==> src/rtl/logic_arbiter_pkg.sv <==
// Shared types for the logical-unit arbiter: op encodings, requester ID, buffer state.
package logic_arbiter_pkg;

  typedef enum logic [1:0] {
    LOGIC_AND = 2'b00,
    LOGIC_OR  = 2'b01,
    LOGIC_XOR = 2'b10,
    LOGIC_NOR = 2'b11
  } logic_op_e;

  localparam int unsigned ID_W = 1;
  typedef logic [ID_W-1:0] req_id_t;

  typedef enum logic {
    EMPTY = 1'b0,
    FULL  = 1'b1
  } buf_state_e;

endpackage

==> src/rtl/logic_arbiter_if.sv <==
// Request/result bundle between the two requesters, the consumer and the arbiter.
interface logic_arbiter_if
  import logic_arbiter_pkg::*;
#(
  parameter int unsigned N = 32
);

  logic [1:0]   req_valid;
  logic [1:0]   req_ready;
  logic [N-1:0] req0_A;
  logic [N-1:0] req0_B;
  logic [1:0]   req0_op;
  logic [N-1:0] req1_A;
  logic [N-1:0] req1_B;
  logic [1:0]   req1_op;
  logic         res_valid;
  logic         res_ready;
  req_id_t      res_id;
  logic [N-1:0] res_R;
  logic         busy;

  // Requesters and result consumer
  modport master (
    output req_valid, req0_A, req0_B, req0_op, req1_A, req1_B, req1_op, res_ready,
    input  req_ready, res_valid, res_id, res_R, busy
  );

  // Arbiter
  modport slave (
    input  req_valid, req0_A, req0_B, req0_op, req1_A, req1_B, req1_op, res_ready,
    output req_ready, res_valid, res_id, res_R, busy
  );

endinterface

==> src/rtl/logic_arbiter_unit.sv <==
// Shared N-bit bitwise logical unit (AND/OR/XOR/NOR); purely combinational.
module logic_arbiter_unit
  import logic_arbiter_pkg::*;
#(
  parameter int unsigned N = 32
) (
  input  logic [N-1:0] a,
  input  logic [N-1:0] b,
  input  logic [1:0]   op,
  output logic [N-1:0] r
);

  // Every encoding is defined, so the result is never X
  always_comb begin
    r = '0;
    case (logic_op_e'(op))
      LOGIC_AND: r = a & b;
      LOGIC_OR:  r = a | b;
      LOGIC_XOR: r = a ^ b;
      LOGIC_NOR: r = ~(a | b);
      default:   r = '0;
    endcase
  end

endmodule

==> src/rtl/logic_arbiter.sv <==
// Round-robin arbiter sharing one logical unit between two requesters,
// with a single-entry registered result buffer.
module logic_arbiter
  import logic_arbiter_pkg::*;
#(
  parameter int unsigned N = 32
) (
  input  logic            clk,
  input  logic            rst_n,
  logic_arbiter_if.slave  bus
);

  buf_state_e   state;
  buf_state_e   state_nxt;
  logic         rr_ptr;
  logic         can_accept;
  logic [1:0]   grant;
  logic         accept;
  req_id_t      winner;
  logic [N-1:0] mux_a;
  logic [N-1:0] mux_b;
  logic [1:0]   mux_op;
  logic [N-1:0] lu_r;

  // Buffer state register
  always_ff @(posedge clk or negedge rst_n) begin
    if (!rst_n) state <= EMPTY;
    else        state <= state_nxt;
  end

  // Next state: fill on accept, drain when consumed with nothing refilling
  always_comb begin
    state_nxt = state;
    case (state)
      EMPTY:   if (accept) state_nxt = FULL;
      FULL:    if (bus.res_ready && !accept) state_nxt = EMPTY;
      default: state_nxt = EMPTY;
    endcase
  end

  // FSM outputs: buffer status and whether a new request may be taken
  always_comb begin
    can_accept    = 1'b0;
    bus.res_valid = 1'b0;
    case (state)
      EMPTY: can_accept = 1'b1;
      FULL: begin
        can_accept    = bus.res_ready;
        bus.res_valid = 1'b1;
      end
      default: can_accept = 1'b0;
    endcase
    bus.busy = bus.res_valid;
  end

  // Grant: each ready looks only at the other requester's valid, so a
  // requester's ready never depends on its own valid. When both are valid
  // exactly one ready is set, so grant is at most one-hot.
  always_comb begin
    bus.req_ready[0] = can_accept & (~bus.req_valid[1] | ~rr_ptr);
    bus.req_ready[1] = can_accept & (~bus.req_valid[0] |  rr_ptr);
    grant            = bus.req_valid & bus.req_ready;
    accept           = |grant;
    winner           = req_id_t'(grant[1]);
  end

  // Operand/op mux into the shared unit, steered by the winner
  always_comb begin
    if (winner == req_id_t'(1)) begin
      mux_a  = bus.req1_A;
      mux_b  = bus.req1_B;
      mux_op = bus.req1_op;
    end else begin
      mux_a  = bus.req0_A;
      mux_b  = bus.req0_B;
      mux_op = bus.req0_op;
    end
  end

  logic_arbiter_unit #(.N(N)) u_unit (
    .a  (mux_a),
    .b  (mux_b),
    .op (mux_op),
    .r  (lu_r)
  );

  // Result register and round-robin pointer; both change only on a grant
  always_ff @(posedge clk or negedge rst_n) begin
    if (!rst_n) begin
      bus.res_R  <= '0;
      bus.res_id <= '0;
      rr_ptr     <= 1'b0;
    end else if (accept) begin
      bus.res_R  <= lu_r;
      bus.res_id <= winner;
      rr_ptr     <= ~winner[0];
    end
  end

endmodule

==> src/flat_wrapper.sv <==
// flat-port wrapper written by rule: the top's interface ports become plain ports
module logic_arbiter_flat import logic_arbiter_pkg::*;
#(
  parameter int unsigned N = 32
)
  (clk, rst_n, bus_req_valid, bus_req0_A, bus_req0_B, bus_req0_op, bus_req1_A, bus_req1_B, bus_req1_op, bus_res_ready, bus_req_ready, bus_res_valid, bus_res_id, bus_res_R, bus_busy);
  logic_arbiter_if #(.N(N)) bus_i ();
  input  logic clk;
  input  logic rst_n;
  input wire logic [$bits(bus_i.req_valid)-1:0] bus_req_valid;
  input wire logic [$bits(bus_i.req0_A)-1:0] bus_req0_A;
  input wire logic [$bits(bus_i.req0_B)-1:0] bus_req0_B;
  input wire logic [$bits(bus_i.req0_op)-1:0] bus_req0_op;
  input wire logic [$bits(bus_i.req1_A)-1:0] bus_req1_A;
  input wire logic [$bits(bus_i.req1_B)-1:0] bus_req1_B;
  input wire logic [$bits(bus_i.req1_op)-1:0] bus_req1_op;
  input wire logic [$bits(bus_i.res_ready)-1:0] bus_res_ready;
  output wire logic [$bits(bus_i.req_ready)-1:0] bus_req_ready;
  output wire logic [$bits(bus_i.res_valid)-1:0] bus_res_valid;
  output wire logic [$bits(bus_i.res_id)-1:0] bus_res_id;
  output wire logic [$bits(bus_i.res_R)-1:0] bus_res_R;
  output wire logic [$bits(bus_i.busy)-1:0] bus_busy;
  assign bus_i.req_valid = bus_req_valid;
  assign bus_i.req0_A = bus_req0_A;
  assign bus_i.req0_B = bus_req0_B;
  assign bus_i.req0_op = bus_req0_op;
  assign bus_i.req1_A = bus_req1_A;
  assign bus_i.req1_B = bus_req1_B;
  assign bus_i.req1_op = bus_req1_op;
  assign bus_i.res_ready = bus_res_ready;
  assign bus_req_ready = bus_i.req_ready;
  assign bus_res_valid = bus_i.res_valid;
  assign bus_res_id = bus_i.res_id;
  assign bus_res_R = bus_i.res_R;
  assign bus_busy = bus_i.busy;
  logic_arbiter #(.N(N)) u_core (.clk(clk), .rst_n(rst_n), .bus(bus_i));
endmodule
==> config.mk <==
export PLATFORM = sky130hd
export DESIGN_NAME = logic_arbiter_flat
export DESIGN_NICKNAME = d
export VERILOG_FILES = /design/src/rtl/logic_arbiter_pkg.sv /design/src/rtl/logic_arbiter_if.sv /design/src/rtl/logic_arbiter_unit.sv /design/src/rtl/logic_arbiter.sv /design/src/flat_wrapper.sv
export SDC_FILE = /design/constraint.sdc
export NUM_CORES = 1
export LEC_CHECK = 0
export ABC_CLOCK_PERIOD_IN_PS = 2000
export CAP_MARGIN = 20
export CORE_ASPECT_RATIO = 1.1
export CORE_UTILIZATION = 41
export CTS_CLUSTER_SIZE = 40
export DETAILED_ROUTE_END_ITERATION = 16
export GPL_TIMING_DRIVEN = 0
export PLACE_DENSITY = 0.79
export SYNTH_ARGS = -nofsm -noshare
export SYNTH_HDL_FRONTEND = slang
export SYNTH_HIERARCHICAL = 1
export SYNTH_SLANG_ARGS = --single-unit
==> constraint.sdc <==
create_clock -name clk -period 2 [get_ports clk]
set_input_delay 0.3 -clock clk [delete_from_list [all_inputs] [get_ports clk]]
set_output_delay 0.3 -clock clk [all_outputs]
set_load 0.02 [all_outputs]
---- Word level (Yosys, flattened, before mapping) ----
Cells that the tools add are included.
storage, ports and cells
  register bits after elaboration ......... 35
  latch bits .............................. 0
  memory bits (writable) .................. 0
  memory bits (read-only) ................. 0
  input bits .............................. 137
  output and inout port bits .............. 37
  logic and storage cells ................. 34
  memories ................................ 0
cells by class
  add/sub/neg operators ................... 0
  multiply operators ...................... 0
  divide/modulo/power cells ............... 0
  $lt $le $gt $ge ......................... 0
  equal/unequal tests ..................... 3
  shift-type cells ........................ 0
  muxes and demuxes ....................... 9
  bitwise gates (word level) .............. 14
  reductions and logical operators ........ 4
operator list
  cell                  count
  $pmux W32 S4          1
  $mux W32              2
  $and A32 B32 Y32      1
  $not A32 Y32          1
  $or A32 B32 Y32       1
  $xor A32 B32 Y32      1
  $not A1 Y1            5
  $eq A2 B2 Y1 const B  2
  $pmux W1 S2           2
  $mux W1               3
  $and A1 B1 Y1         2
  $and A2 B2 Y2         1
  $eq A2 B1 Y1 const B  1
  $logic_not A2 Y1      1
  $mux W2               1
  $or A1 B1 Y1          2
  $reduce_or A2 Y1      1
  $logic_and A1 B1 Y1   1
  $logic_not A1 Y1      1

---- Logic depth before layout (Yosys ltp) ----
Gate-level depths: netlist of the first run.
  depth after elaboration ................. 9
  depth in mapped cells ................... 11
  depth with buffers taken out ............ 8

---- Hierarchy ----
Netlist of the first run, hierarchy kept.
modules (own cells, without submodules)
  module              times used  cells an instance  area an instance (µm²)  seq. area each (µm²)
  logic_arbiter       1           157                2321.0                  875.8
  logic_arbiter_unit  1           235                2105.8                  0.0

---- Worst setup path after synthesis of the first run ----
No wires, ideal clock.
  kind .................................... reg2reg
  start point ............................. register u_core.state
  end point ............................... register u_core.bus.res_R[19]
  setup time .............................. 0.127 ns
  arrival time ............................ 2.119 ns
  data required time ...................... 1.873 ns
  slack ................................... -0.246 ns
  stages on the path, launching flop included .. 11
  buffers on the path ..................... 5
  clock period less this slack ............ 2.246 ns
  cell sequence ........................... dfrtp_1 > nand2b_1 > buf_4 > nand3_2 > buf_6 > buf_6 > mux2_4 > clkbuf_2 > buf_2 > mux2i_1 > mux2_1
between the ends
  elaborated cells on any way between the ends .. 18
  classes of those cells .................. 3 x eq/ne; 5 x mux; 8 x bitwise; 2 x reduce/logical
RTL lines
  what                                  line                      RTL
  start: declaration                    logic_arbiter.sv:13       buf_state_e state;
  start signal: assignment              logic_arbiter.sv:28       else state <= state_nxt;
  $not A1 Y1                            logic_arbiter.sv:45       case (state)
  $pmux W1 S2 *                         logic_arbiter.sv:45
  $and A1 B1 Y1 *                       logic_arbiter.sv:61       bus.req_ready[1] = can_accept & (~bus.req_valid[0] | rr_ptr);
  $and A2 B2 Y2 *                       logic_arbiter.sv:62       grant = bus.req_valid & bus.req_ready;
  $mux W2 *                             logic_arbiter.sv:69       if (winner == req_id_t'(1)) begin
  named net u_core.mux_op[0]            logic_arbiter.sv:22       logic [1:0] mux_op;
  $eq A2 B2 Y1 (tied with other cells)  logic_arbiter_unit.sv:16  case (logic_op_e'(op))
  $pmux W32 S4 *                        logic_arbiter_unit.sv:16
  named net u_core.lu_r[19]             logic_arbiter.sv:23       logic [N-1:0] lu_r;
  end signal: assignment                logic_arbiter.sv:94       bus.res_R <= lu_r;
  end: declaration                      logic_arbiter_if.sv:31    output req_ready, res_valid, res_id, res_R, busy
The timed path passes the listed nets; every way through them passes the cells marked *.
A chain may end at the register's enable or synchronous reset.

---- Worst setup path after layout of the first run ----
  start point ............................. register u_core.rr_ptr
  end point ............................... register u_core.bus.res_R[12]
between the ends
  elaborated cells on any way between the ends .. 19
  classes of those cells .................. 3 x eq/ne; 4 x mux; 10 x bitwise; 2 x reduce/logical
RTL lines
  what                                  line                      RTL
  start: declaration                    logic_arbiter.sv:15       logic rr_ptr;
  start signal: assignment              logic_arbiter.sv:96       rr_ptr <= ~winner[0];
  $or A1 B1 Y1 *                        logic_arbiter.sv:61
  $and A1 B1 Y1 *                       logic_arbiter.sv:61
  $and A2 B2 Y2 *                       logic_arbiter.sv:62
  $mux W2 *                             logic_arbiter.sv:69
  named net u_core.mux_op[1]            logic_arbiter.sv:22
  $eq A2 B2 Y1 (tied with other cells)  logic_arbiter_unit.sv:16
  $pmux W32 S4 *                        logic_arbiter_unit.sv:16
  named net u_core.lu_r[12]             logic_arbiter.sv:23
Marks and branches as above.

==> out/results.tsv, run 1 <==
metric	value	unit
CTS max path bufs	2	
status	complete, but fails checks	
fin crit share	113	%
worst hold path class	in2async	
Pint	0.00294	W
maximum fanout along the worst path	8	
slowest CP cell	dfrtp_1	
Ant. Diodes	0	
vias in the first global route	3862	
Cell variety after synth	25	
Combinational Power Share	59.5	%
Power Total	0.00445	W
GR Overflow Total	0	
PD cells	618	mW/mm^2
area of the multi-input gates	0.00338	sq mm
commonest non-fill, non-tap cell in the layout	clkdlybuf4s50_1	
hold_ws	133	ps
# IOs	174	
Tmin final	2260	ps
WL/cell	16.2	microns
Die W	101	microns
clock slew at reported path FFs	50	ps
clock power share	16.9	%
Cells after Synth	392	
final setup margin	-258	ps
most used cells in the layout excluding fill and tap cells	clkdlybuf4s50_1, mux2_4, mux2i_1	
die span in y	111	microns
TritonRoute pass-1 iters	4	
HPWL after DPL	8450	microns
CTS Buf Count	5	
switching power	0.00151	W
Top cell by count, worst path	buf_12	
Sequential Power Share	23.6	%
worst skew pair latency	280	ps
worst-margin pin slew	852	ps
RSZ-0062 raised after global routing	true	
Max stage delay on crit path	400	ps
WP data arrival	2420	ps
Port-buffer cells	173	
hold buffer count at CTS	0	
post-layout util	68.9	%
Mapped Nets	593	
element type at the critical path end	flop	
Final #Nets	790	
CP top delay family	multiplexers	
sequential share of the synthesized area	19.8	%
synthesized area	0.00443	sq mm
Total GRT Usage	20.6	%
dpl cells	708	
max-cap violation count	0	
Filler cells	813	
Core ar.	0.0104	sq mm
1st-iter DRT viols	56	
largest net degree at the start of global routing	36	
Slew HR	43.2	%
Mean Syn Cell Area	11.3	sq um
Clock Sinks	35	
Cell Chain, Critical Path	nand2b_4 -> nand3_4 -> buf_12 -> buf_8 -> mux2_4 -> buf_12 -> buf_12 -> mux2i_1 -> mux2i_1 -> mux2_4	
final hold vios	0	
CTS root buffer	clkbuf_16	
switching share of power	34.0	%
Via Count	3505	
FMAX	0.443	GHz
CTS tree	built	
Final Non-Filler Cells	733	
failing checks	negative setup slack	
number of synthesized register bits	35	
CP Class	reg2reg	
crit path buf inv count	4	
share of cells above drive strength 1	32.4	%
CP Launch Type	flop	
Post-route DRC	0	
Syn. warnings	6	
worst endpoint required time	2160	ps
Area growth syn-to-layout	62.5	%
RD Place Congestion	0.762	
initial antenna violation count	0	
IR drop worst, VDD	0.392	mV
Setup Skew	5.45	ps
Die Footprint	0.0112	sq mm
Max Slew Vio Count	0	
number of placement rows	39	
first-pass GRT wire length	18200	microns
H-tree Lvls	2	
Leak	3.65	nW
DRT antenna net count	0	
Reg area	877	sq um
initial cell density of the core	42.4	%
Vias/cell	4.78	
detailed-route wire length	11900	microns
endpoints failing setup	32	
-- synth_stat cells --
cell type / count / share of area (%)
nand2_1: 2 / 0.17
xor2_1: 32 / 6.3
a21boi_0: 1 / 0.17
ha_1: 64 / 18
a21oi_1: 1 / 0.11
buf_6: 9 / 2.3
mux2_2: 57 / 14
mux2_4: 40 / 14
mux2_1: 1 / 0.25
nor2_1: 1 / 0.085
nand2b_1: 2 / 0.28
clkbuf_2: 1 / 0.11
a31oi_1: 1 / 0.14
and2_1: 1 / 0.14
buf_2: 4 / 0.45
nand3_2: 1 / 0.23
buf_12: 4 / 1.8
clkbuf_4: 1 / 0.17
mux2i_1: 64 / 14
dfrtp_1: 35 / 20
o21a_2: 1 / 0.20
inv_1: 64 / 5.4
a22o_1: 1 / 0.20
buf_4: 2 / 0.34
buf_8: 2 / 0.68
-- routing by layer --
layer	global-route usage, %	vias to the layer above	wire (microns)
met5	0	-	0
met4	5.99	0	161
met3	2.84	10	574
met2	39.7	109	6290
met1	22.8	1683	4870
li1	-	1703	-
-- per-stage QoR --
stage                     area [sq um]  worst slack (ps)  setup TNS [ps]
final                             7200              -258           -6530
after global routing              7200              -333           -8740
after CTS                         6950              -286           -7410
after detailed placement          6380              -753          -22530
after global placement            6380              -696          -33170
after floorplan                   4470              -135           -4170
-- sequential cells by signal, indices dropped and copies added, names as in the netlist --
| name | count |
|---|---|
| u_core/bus.res_id | 1 |
| u_core/bus.res_R | 32 |
| u_core/state | 1 |
| u_core/rr_ptr | 1 |
-- worst reg2reg max path, stage by stage (launching register included) --
cell and delay (ps):
dfrtp_1 400, nand2b_4 160, nand3_4 90, buf_12 150, buf_8 130, mux2_4 340, buf_12 170, buf_12 140
mux2i_1 190, mux2i_1 110, mux2_4 270
-- worst paths after layout --
| check | start | endpoint | slack [ps] | cells past startpoint |
|---|---|---|---|---|
| max reg2reg | u_core/rr_ptr | u_core/bus.res_R[12] | -260 | 10 |
| min in group clk | u_core/bus.res_id | u_core/bus.res_id | 500 | 1 |
| max | u_core/rr_ptr | u_core/bus.res_R[12] | -260 | 10 |
| min reg2reg | u_core/bus.res_id | u_core/bus.res_id | 500 | 1 |
| max in group asynchronous | rst_n | u_core/state | 1290 | 1 |
| min | rst_n | u_core/bus.res_id | 130 | 1 |
-- logic make-up (layout without fill, tap and decap cells) --
logic type	after synthesis	in the layout	share of synthesized area, %
mux	162	162	42.8
buf+inv	87	285	11.3
fa+ha+maj	64	64	18.1
flops	35	35	19.8
xor+xnor	32	32	6.33
simple gates	7	7	0.905
compound gates	5	5	0.820
-- power groups by stage --
stage | Clock [W] | Combinational [W] | Sequential [W]
after floorplan | 0 | 0.00108 | 0.00130
after global placement | 0 | 0.00222 | 0.00104
after detailed placement | 0 | 0.00229 | 0.00105
after CTS | 0.000760 | 0.00252 | 0.00105
after global routing | 0.000802 | 0.00283 | 0.00108
final | 0.000754 | 0.00265 | 0.00105
-- timing repair --
action | in CTS | in global routing
pin swaps | 5 | 10
resized for setup | 68 | 43
endpoints found under the hold margin | 0 | 0
buffers inserted | 9 | 3
cloned | 3 | 5
endpoints found under the setup margin | 34 | 32
-- area by class of cell --
cell class	count	area share, %
Sequential cell	35	12.2
Clock buffer	7	1.84
Timing Repair Buffer	191	28.0
Inverter	64	3.51
Tap cell	143	2.49
Buffer	22	4.85
Multi-Input combinational cell	270	47.0
Clock inverter	1	0.0696
(Power assumes the default switching activity.)
==> run 2: changes to the inputs <==
--- a/config.mk
+++ b/config.mk
@@ -7,7 +7,6 @@
 export LEC_CHECK = 0
 export ABC_CLOCK_PERIOD_IN_PS = 2000
 export CAP_MARGIN = 20
-export CORE_ASPECT_RATIO = 1.1
 export CORE_UTILIZATION = 41
 export CTS_CLUSTER_SIZE = 40
 export DETAILED_ROUTE_END_ITERATION = 16
==> run 2 against run 1 <==
  * The run still ends with negative setup slack left
  * Critical endpoint is now u_core/bus.res_R[8]
  * Largest power group unchanged
  * Register-to-register slack better by 40 ps
  * Final area is 0.17% higher
  * Sequential share of layout area about the same
  * Critical path depth did not move
  * Sequential cell count is the same
  * Utilization grew 0.29 points
  * Wire length down 2.5%
  * Setup slack better by 38 ps
==> out/results.tsv, run 2 (synthesis results as in run 1) <==
metric	value	unit	change
status	complete, but fails checks		
failing checks	negative setup slack		
terminus of the critical flop-to-flop path	u_core/bus.res_R[8]		
final setup TNS	-4780	ps	+1750 ps
RD Place Congestion	0.746		-2.0%
CTS root buffer	clkbuf_8		
RSZ-0062 raised after global routing	true		
Filler cells	807		-0.74%
HPWL after DPL	8250	microns	-2.3%
r2r setup slk	-220	ps	+40 ps
Max stage delay on crit path	430	ps	+30 ps
number of placement rows	37		-5.1%
slowest CP cell	dfrtp_2		
CP Launch Type	flop		
# IOs	174		unchanged
element type at the critical path end	flop		
first-pass GRT wire length	17800	microns	-2.2%
Max Slew Vio Count	0		unchanged
Total GRT Usage	19.8	%	-0.84 points
DRT antenna net count	0		unchanged
most used cells in the layout excluding fill and tap cells	clkdlybuf4s50_1, mux2_4, mux2i_1		
FMAX	0.450	GHz	+1.7%
Final #Nets	785		-0.63%
share of cells above drive strength 1	36.8	%	+4.4 points
Leak	3.54	nW	-3.1%
1st-iter DRT viols	40		-29%
Vias/cell	4.83		+1.0%
worst hold path class	in2async		
Tmin final	2220	ps	-37.9 ps
Post-route DRC	0		unchanged
maximum fanout along the worst path	7		-1
Cell Chain, Critical Path	nand2b_4 -> nand3_4 -> buf_12 -> buf_12 -> mux2_4 -> inv_2 -> ha_4 -> mux2i_1 -> mux2i_1 -> mux2_4		
initial antenna violation count	0		unchanged
WL/cell	16.1	microns	-0.93%
max reg flops	32		unchanged
commonest non-fill, non-tap cell in the layout	clkdlybuf4s50_1		
die span in y	106	microns	-4.6%
crit path buf inv count	3		-1
PD cells	607	mW/mm^2	-1.8%
worst endpoint required time	2180	ps	+20 ps
CP Class	reg2reg		
Slew HR	42.2	%	-1.0 points
Area growth syn-to-layout	62.8	%	
Die W	106	microns	+4.8%
Clock Sinks	35		unchanged
Ant. Diodes	0		unchanged
GR Overflow Total	0		unchanged
clock slew at reported path FFs	80	ps	+30 ps
detailed-route wire length	11600	microns	-2.5%
CTS max path bufs	2		unchanged
endpoints failing setup	32		unchanged
CTS Buf Count	5		unchanged
WP data arrival	2400	ps	-20 ps
final hold vios	0		unchanged
worst skew pair latency	290	ps	about the same
Setup Skew	3.57	ps	-1.88 ps
post-layout util	69.2	%	+0.29 points
H-tree Lvls	2		unchanged
largest reg by FF count	u_core/bus.res_R		
final setup margin	-220	ps	+37.9 ps
vias in the first global route	3791		-1.8%
Port-buffer cells	173		unchanged
Die Footprint	0.0112	sq mm	about the same
dpl cells	701		-0.99%
worst r2r path cells	10		unchanged
fin crit share	111	%	-1.9 points
Final Non-Filler Cells	721		-1.6%
RR Startpoint	u_core/state		
Core ar.	0.0104	sq mm	-0.25%
max-cap violation count	0		unchanged
IR drop worst, VDD	0.310	mV	-21%
CTS tree	built		
Via Count	3483		-0.63%
TritonRoute pass-1 iters	4		unchanged
worst-margin pin slew	868	ps	+15.5 ps
initial cell density of the core	42.5	%	+0.11 points
largest net degree at the start of global routing	36		unchanged
CP top delay family	multiplexers		
-- run 2: worst max path at each step --
stage | from | endpoint | depth (start not counted)
finish | u_core/state | u_core/bus.res_R[8] | 10
global route | u_core/state | u_core/bus.res_R[25] | 10
CTS | u_core/state | u_core/bus.res_R[5] | 12
detailed placement | bus_req_valid[0] | u_core/bus.res_R[22] | 11
global placement | bus_req_valid[0] | u_core/bus.res_R[11] | 10
floorplan | u_core/state | u_core/bus.res_R[28] | 11
-- run 2: timing repair --
item	CTS	global route
setup buffers	8	2
pin swaps	7	9
endpoints found under the setup margin	34	32
endpoints found under the hold margin	0	0
hold buffers	0	0
resized for setup	72	66
cloned	3	2
-- run 2: report_power, final --
| group | switching, W | internal (W) |
|---|---|---|
| logic | 0.00111 | 0.00154 |
| clock network | 0.000276 | 0.000404 |
| registers | 0.000126 | 0.000920 |
-- run 2: per-stage QoR --
stage | hold WS, ps | setup slack [ps] | area, sq um | total power (W)
finish | 118 | -220 | 7210 | 0.00438
detailed placement | 461 | -757 | 6370 | 0.00333
global placement | 485 | -694 | 6370 | 0.00325
global route | 185 | -313 | 7210 | 0.00465
floorplan | 4.41 | -135 | 4470 | 0.00237
CTS | 144 | -277 | 6850 | 0.00422
-- run 2: cell type report --
class	count	area, sq um	area share [%]
clock inverters	2	35.0	0.486
repair buffers	187	1920	26.6
multi-input cells	270	3520	48.8
clock buffers	6	82.6	1.15
plain buffers	21	335	4.65
well taps	136	170	2.36
inverters	64	268	3.71
flip-flops and latches	35	877	12.2
-- run 2: worst register-to-register path: cells and delay by family, from the launching register on --
kind                       cells  cell delay [ps]
adders and majority gates      1              190
buffers and inverters          3              420
muxes                          4              850
DFF                            1              430
and+or+nand+nor                2              220
-- run 2: routing by layer --
metal / wire (microns) / global-route usage, % / share of wire [%]
met5: 0 / 0 / 0
met4: 110 / 3.67 / 0.95
met3: 651 / 3.25 / 5.6
met2: 6020 / 38.7 / 52
met1: 4810 / 22.4 / 42
